[config.mk]
export PLATFORM = sky130hd
export DESIGN_NAME = mem_access_unit
export DESIGN_NICKNAME = d
export VERILOG_FILES = /design/src/rtl/mem_access_unit_pkg.sv /design/src/rtl/mem_access_unit_byte_lane.sv /design/src/rtl/mem_access_unit.sv
export SDC_FILE = /design/constraint.sdc
export NUM_CORES = 1
export LEC_CHECK = 0
export CELL_PAD_IN_SITES_DETAIL_PLACEMENT = 1
export CELL_PAD_IN_SITES_GLOBAL_PLACEMENT = 1
export CORE_MARGIN = 4
export CORE_UTILIZATION = 29
export DETAILED_ROUTE_END_ITERATION = 12
export PLACE_DENSITY = 0.87
export SLEW_MARGIN = 10
export SYNTH_ARGS = -nofsm -noshare
export SYNTH_HDL_FRONTEND = slang
export SYNTH_SLANG_ARGS = --single-unit
[constraint.sdc]
create_clock -name clk -period 3.36 [get_ports clk]
set_clock_uncertainty 0.2 [all_clocks]
set_input_delay 0.672 -clock clk [delete_from_list [all_inputs] [get_ports clk]]
set_output_delay 0.672 -clock clk [all_outputs]
set_load 0.005 [all_outputs]
[src/rtl/mem_access_unit_pkg.sv]
// Shared types and constants for the memory-stage access controller.
package mem_access_unit_pkg;

  localparam int kAddrW    = 32;
  localparam int kDataW    = 32;
  localparam int kLaneBits = 2;
  localparam logic [3:0] kWordMask = 4'hF;

  typedef enum logic [1:0] {
    IDLE = 2'd0,
    REQ  = 2'd1,
    WAIT = 2'd2,
    DONE = 2'd3
  } mem_state_e;

  typedef struct packed {
    logic [kAddrW-1:0] addr;
    logic              wen;
    logic [3:0]        mask;
    logic [kDataW-1:0] wdata;
  } mem_req_s;

endpackage

[src/rtl/mem_access_unit_byte_lane.sv]
// Byte-lane steering: store mask/replication and load lane extraction with zero-extension.
module mem_byte_lane
  import mem_access_unit_pkg::*;
(
  input  logic                 st_is_byte_i,
  input  logic [kLaneBits-1:0] st_lane_i,
  input  logic [kDataW-1:0]    st_data_i,
  output logic [3:0]           st_mask_o,
  output logic [kDataW-1:0]    st_wdata_o,
  input  logic                 ld_is_byte_i,
  input  logic [kLaneBits-1:0] ld_lane_i,
  input  logic [kDataW-1:0]    ld_rdata_i,
  output logic [kDataW-1:0]    ld_data_o
);

  // Store side: one-hot lane mask and byte replicated across all lanes.
  always_comb begin
    st_mask_o  = kWordMask;
    st_wdata_o = st_data_i;
    if (st_is_byte_i) begin
      st_mask_o  = 4'b0001 << st_lane_i;
      st_wdata_o = {4{st_data_i[7:0]}};
    end else begin
      st_mask_o  = kWordMask;
      st_wdata_o = st_data_i;
    end
  end

  // Load side: pick the addressed byte and zero-extend it.
  always_comb begin
    ld_data_o = ld_rdata_i;
    if (ld_is_byte_i) begin
      case (ld_lane_i)
        2'd0:    ld_data_o = {24'h000000, ld_rdata_i[7:0]};
        2'd1:    ld_data_o = {24'h000000, ld_rdata_i[15:8]};
        2'd2:    ld_data_o = {24'h000000, ld_rdata_i[23:16]};
        2'd3:    ld_data_o = {24'h000000, ld_rdata_i[31:24]};
        default: ld_data_o = {kDataW{1'b0}};
      endcase
    end else begin
      ld_data_o = ld_rdata_i;
    end
  end

endmodule

[src/rtl/mem_access_unit.sv]
// Memory-stage controller: one dmem request/response per mem op, stalling upstream until done.
// Optional misaligned-word trap enabled by defining MEM_MISALIGN_TRAP_EN.
module mem_access_unit
  import mem_access_unit_pkg::*;
#(
  parameter int ADDR_W = 32,
  parameter int DATA_W = 32
) (
  input  logic              clk,
  input  logic              reset,
  input  logic              valid_i,
  input  logic              is_mem_op_i,
  input  logic              is_load_op_i,
  input  logic              is_store_op_i,
  input  logic              is_byte_op_i,
  input  logic [ADDR_W-1:0] addr_i,
  input  logic [DATA_W-1:0] store_data_i,
  output logic              dmem_req_valid_o,
  input  logic              dmem_req_ready_i,
  output logic [ADDR_W-1:0] dmem_addr_o,
  output logic              dmem_wen_o,
  output logic [3:0]        dmem_mask_o,
  output logic [DATA_W-1:0] dmem_wdata_o,
  input  logic              dmem_resp_valid_i,
  input  logic [DATA_W-1:0] dmem_rdata_i,
  output logic              stall_o,
  output logic              load_valid_o,
  output logic [DATA_W-1:0] load_data_o,
  output logic              misalign_o
);

  mem_state_e           state_q, state_d;
  mem_req_s             req_q, req_d;
  logic                 is_byte_q, is_byte_d;
  logic                 is_load_q, is_load_d;
  logic [kLaneBits-1:0] lane_q, lane_d;
  logic [DATA_W-1:0]    load_data_q, load_data_d;
  logic                 start_s;
  logic [3:0]           st_mask_s;
  logic [DATA_W-1:0]    st_wdata_s;
  logic [DATA_W-1:0]    ld_data_s;
`ifdef MEM_MISALIGN_TRAP_EN
  logic                 mis_q, mis_d;
`endif

  assign start_s = valid_i & is_mem_op_i;

  mem_byte_lane u_lane (
    .st_is_byte_i (is_byte_op_i),
    .st_lane_i    (addr_i[kLaneBits-1:0]),
    .st_data_i    (store_data_i),
    .st_mask_o    (st_mask_s),
    .st_wdata_o   (st_wdata_s),
    .ld_is_byte_i (is_byte_q),
    .ld_lane_i    (lane_q),
    .ld_rdata_i   (dmem_rdata_i),
    .ld_data_o    (ld_data_s)
  );

  // Next-state and capture logic; store wins when load and store are both decoded.
  always_comb begin
    state_d     = state_q;
    req_d       = req_q;
    is_byte_d   = is_byte_q;
    is_load_d   = is_load_q;
    lane_d      = lane_q;
    load_data_d = load_data_q;
`ifdef MEM_MISALIGN_TRAP_EN
    mis_d       = mis_q;
`endif
    case (state_q)
      IDLE: begin
        if (start_s) begin
          req_d.addr  = {addr_i[ADDR_W-1:kLaneBits], 2'b00};
          req_d.wen   = is_store_op_i;
          req_d.mask  = is_store_op_i ? st_mask_s : 4'h0;
          req_d.wdata = is_store_op_i ? st_wdata_s : {DATA_W{1'b0}};
          is_byte_d   = is_byte_op_i;
          is_load_d   = is_load_op_i & ~is_store_op_i;
          lane_d      = addr_i[kLaneBits-1:0];
`ifdef MEM_MISALIGN_TRAP_EN
          mis_d       = ~is_byte_op_i & (addr_i[kLaneBits-1:0] != 2'b00);
          state_d     = mis_d ? DONE : REQ;
`else
          state_d     = REQ;
`endif
        end else begin
          state_d = IDLE;
        end
      end
      REQ: begin
        if (dmem_req_ready_i) begin
          state_d = req_q.wen ? DONE : WAIT;
        end else begin
          state_d = REQ;
        end
      end
      WAIT: begin
        if (dmem_resp_valid_i) begin
          load_data_d = ld_data_s;
          state_d     = DONE;
        end else begin
          state_d = WAIT;
        end
      end
      DONE:    state_d = IDLE;
      default: state_d = IDLE;
    endcase
  end

  // State and captured-request registers.
  always_ff @(posedge clk or posedge reset) begin
    if (reset) begin
      state_q     <= IDLE;
      req_q       <= '0;
      is_byte_q   <= 1'b0;
      is_load_q   <= 1'b0;
      lane_q      <= 2'b00;
      load_data_q <= {DATA_W{1'b0}};
`ifdef MEM_MISALIGN_TRAP_EN
      mis_q       <= 1'b0;
`endif
    end else begin
      state_q     <= state_d;
      req_q       <= req_d;
      is_byte_q   <= is_byte_d;
      is_load_q   <= is_load_d;
      lane_q      <= lane_d;
      load_data_q <= load_data_d;
`ifdef MEM_MISALIGN_TRAP_EN
      mis_q       <= mis_d;
`endif
    end
  end

  assign dmem_req_valid_o = (state_q == REQ);
  assign dmem_addr_o      = req_q.addr;
  assign dmem_wen_o       = req_q.wen;
  assign dmem_mask_o      = req_q.mask;
  assign dmem_wdata_o     = req_q.wdata;
  assign load_data_o      = load_data_q;
  assign stall_o          = ((state_q == IDLE) & start_s) | (state_q == REQ) | (state_q == WAIT);
`ifdef MEM_MISALIGN_TRAP_EN
  assign load_valid_o     = (state_q == DONE) & is_load_q & ~mis_q;
  assign misalign_o       = (state_q == DONE) & mis_q;
`else
  assign load_valid_o     = (state_q == DONE) & is_load_q;
  assign misalign_o       = 1'b0;
`endif

endmodule

==> flow_summary.json <==
{
  "ios": 210,
  "fin_crit_ps": 2820,
  "dp_hpwl_um": 11700,
  "core_area_um2": 16100,
  "rsz0062_at_grt": "false",
  "grt.busiest_layer": "met2",
  "grt_util_met1_pct": 20.3,
  "synth.avg_cell_area_um2": 11.4,
  "start_kind": "input port",
  "synth_top_family_by_area": "multiplexers",
  "synth_top_area_share_pct": 54.3,
  "via_per_inst": 4.78,
  "finalSetupTns_ps": 0,
  "final_hold_viol_count": 0,
  "finalSetupViolCount": 0,
  "final_cell_area_um2": 7370,
  "cts.path.max_buffers": 2,
  "fin_crit_sh_pct": 83.9,
  "crit_start": "valid_i",
  "fmax_ghz": 0.355,
  "nets": 719,
  "cp-end-kind": "primary output",
  "worstHoldStart": "load_data_o[14]",
  "drt_pre_antenna_iters": 4,
  "cap_viol_max_count": 0,
  "synthXorXnorAreaFrac_pct": 0.181,
  "drcViolationCount": 0,
  "fin_hold_ws_ps": 272,
  "rrSetupSlack_ps": 1460,
  "slew_headroom_pct": 31.2,
  "power_density_nw_per_um2": 833,
  "place_ws_ps": 525,
  "antenna_left": 0,
  "hp-class": "register to register",
  "clk_latency_ps": 340,
  "grt_pass1_wl_um": 24700,
  "io_buffers": 206,
  "muxShareOfSynthArea_pct": 16.1,
  "cts_hold_buf": 0,
  "arrival_ps": 1950,
  "die_y_um": 137,
  "use_met3_pct": 4.71,
  "vias": 3987,
  "status": "finished, final reports clean",
  "clk_pin_slew_ps": 70,
  "grt_pass1_vias": 4442,
  "grt_usage_pct": 17.0,
  "yosysUniqueCellTypes": 28,
  "ys_warn_count": 0,
  "vdd_drop_max_uv": 332,
  "drt_iter0_markers": 108,
  "place_inst": 819,
  "multi_input_area_um2": 2010,
  "cts_resized": 0,
  "r2r-end": "load_data_o[4]",
  "clock_sinks": 105,
  "worst_pin_slew_ps": 1030,
  "dpl-instance-area_um2": 7070,
  "die_w_um": 137,
  "r2r_start": "lane_q[1]",
  "ys_ff_latch": 105,
  "synth_compound_area_share_pct": 10.2,
  "worstPathMaxFanout": 2,
  "ff_latch_area_um2": 2630,
  "grt_start_max_net_pins": 110,
  "cts_tree": "done",
  "cts_root_buffer": "clkbuf_16",
  "n_fill_cell": 1698,
  "reg2reg_depth": 3,
  "yosys.area_share.simple_pct": 14.6,
  "p_leak_nw": 3.28,
  "synth_area_um2": 4840,
  "synth.area.top_cells": "dfrtp_1 (54%), mux2i_1 (6.6%), a22o_1 (6.3%)",
  "start_util_pct": 30.0,
  "synthCells": 424,
  "final_cells": 834,
  "slew_viol_final": 0,
  "place.gp.congestion": 0.805,
  "finalWorstSetupSlack_ps": 541,
  "grtUsageMet2_pct": 28.7,
  "worstPathRequired_ps": 2490,
  "grt.overflow.total": 0,
  "synth_top_area_cell": "dfrtp_1",
  "die_area_um2": 18800,
  "numCtsBuffers": 9,
  "criticalPathCategory": "input port to primary output",
  "wirelength_um": 15900,
  "n_antenna_cell": 0,
  "synth_fa_ha_area_share_pct": 0,
  "wl_per_cell_um": 19.1,
  "antenna_found_initial": 0,
  "drive_above_1_share_pct": 10.2,
  "yosysSeqAreaShare_pct": 54.3,
  "crit_path_end": "stall_o",
  "area_growth_pct": 52.4,
  "cts_max_level": 3,
  "fp-row-count": 46,
  "post_cts_buffers": 0
}
==> Yosys cell counts <==
library cell    n
mux2_4         20
nor2b_1         1
buf_2          16
nand4bb_1       1
mux2_1          4
a22o_1         35
xnor2_1         1
buf_6           4
o21ai_0        13
and3_1          1
nor3_1          8
mux2_2         10
a21oi_1         3
nand2_1        70
clkbuf_1       10
mux2i_1        32
nor2_1         40
and3b_1         1
nand2b_1        3
inv_1           3
nand3_1         1
a211oi_2        8
buf_4           6
o21a_1          1
and2_4          1
conb_1          1
nand3b_1       25
dfrtp_1       105
==> worst min-delay path by stage <==
stage	end	slack, ps	depth (start not counted)
floorplan	is_load_q	240	2
global placement	load_data_o[16]	250	2
detailed placement	load_data_o[14]	260	2
CTS	load_data_o[14]	280	2
global route	load_data_o[19]	300	2
finish	load_data_o[14]	270	2
==> critical path, cell delays in order <==
cell and delay, ps:
clkdlybuf4s50_1 510, nand4bb_4 150, nand2_1 100, clkdlybuf4s50_1 520
==> power by group <==
| part | internal (mW) | leakage [nW] | switching (mW) |
|---|---|---|---|
| sequential | 1.87 | 1.31 | 0.498 |
| clock | 0.602 | 0.146 | 0.486 |
| combinational | 1.76 | 1.82 | 0.923 |
| total | 4.23 | 3.28 | 1.91 |
==> state kept, by name (all words and copies together) (netlist names), named ones only <==
name,count
load_data_o,32
dmem_mask_o,4
state_q,1
dmem_wdata_o,32
lane_q,2
dmem_wen_o,1
dmem_addr_o,30
is_byte_q,1
is_load_q,1
==> logic make-up after synthesis <==
kind of cell,Yosys count
AND/OR/NAND/NOR,152
multiplexers,66
buffers and inverters,39
AO/OA/AOI/OAI,60
XOR/XNOR,1
flip-flops,105
other,1
==> through the flow <==
step / utilization (%) / power (mW)
floorplan: - / 3.41
global placement: 43.9 / 4.98
detailed placement: 43.9 / 5.11
CTS: 45.7 / 6.25
global route: 45.7 / 6.53
finish: 45.7 / 6.14
==> layout by cell type (no fill, tap or decap) <==
cell and count:
mux2_4 20, inv_6 2, bufinv_16 1, inv_1 2, nand2_1 70, a22o_1 35, nand3b_1 25, o21a_1 1
conb_1 3, a211oi_2 8, and3_1 1, nand2b_1 3, clkbuf_16 9, mux2_1 4, xnor2_1 1, mux2_2 10
clkinvlp_4 2, buf_12 2, nand4bb_4 1, buf_4 5, and2_4 1, nor2b_1 1, dfrtp_1 105, nor3_1 8
and3b_1 1, clkinv_4 1, nor2_1 40, mux2i_1 32, clkdlybuf4s50_1 206, o21ai_0 13, nand3_1 1, a21oi_1 3
clkbuf_8 1
==> cell type report <==
| class | count | area share, % |
|---|---|---|
| clock inverter | 5 | 0.866 |
| sequential | 105 | 35.7 |
| multi-input combinational | 282 | 27.3 |
| timing repair buffer | 213 | 29.0 |
| clock buffer | 10 | 3.24 |
| tap | 216 | 3.67 |
| inverter | 3 | 0.204 |
==> layer usage <==
| metal | part of all wire, % | vias up |
|---|---|---|
| li1 | - | 1841 |
| met4 | 2.8 | 0 |
| met5 | 0 | - |
| met3 | 7.4 | 30 |
| met2 | 50 | 162 |
| met1 | 40 | 1954 |
(Power assumes the default switching activity.)
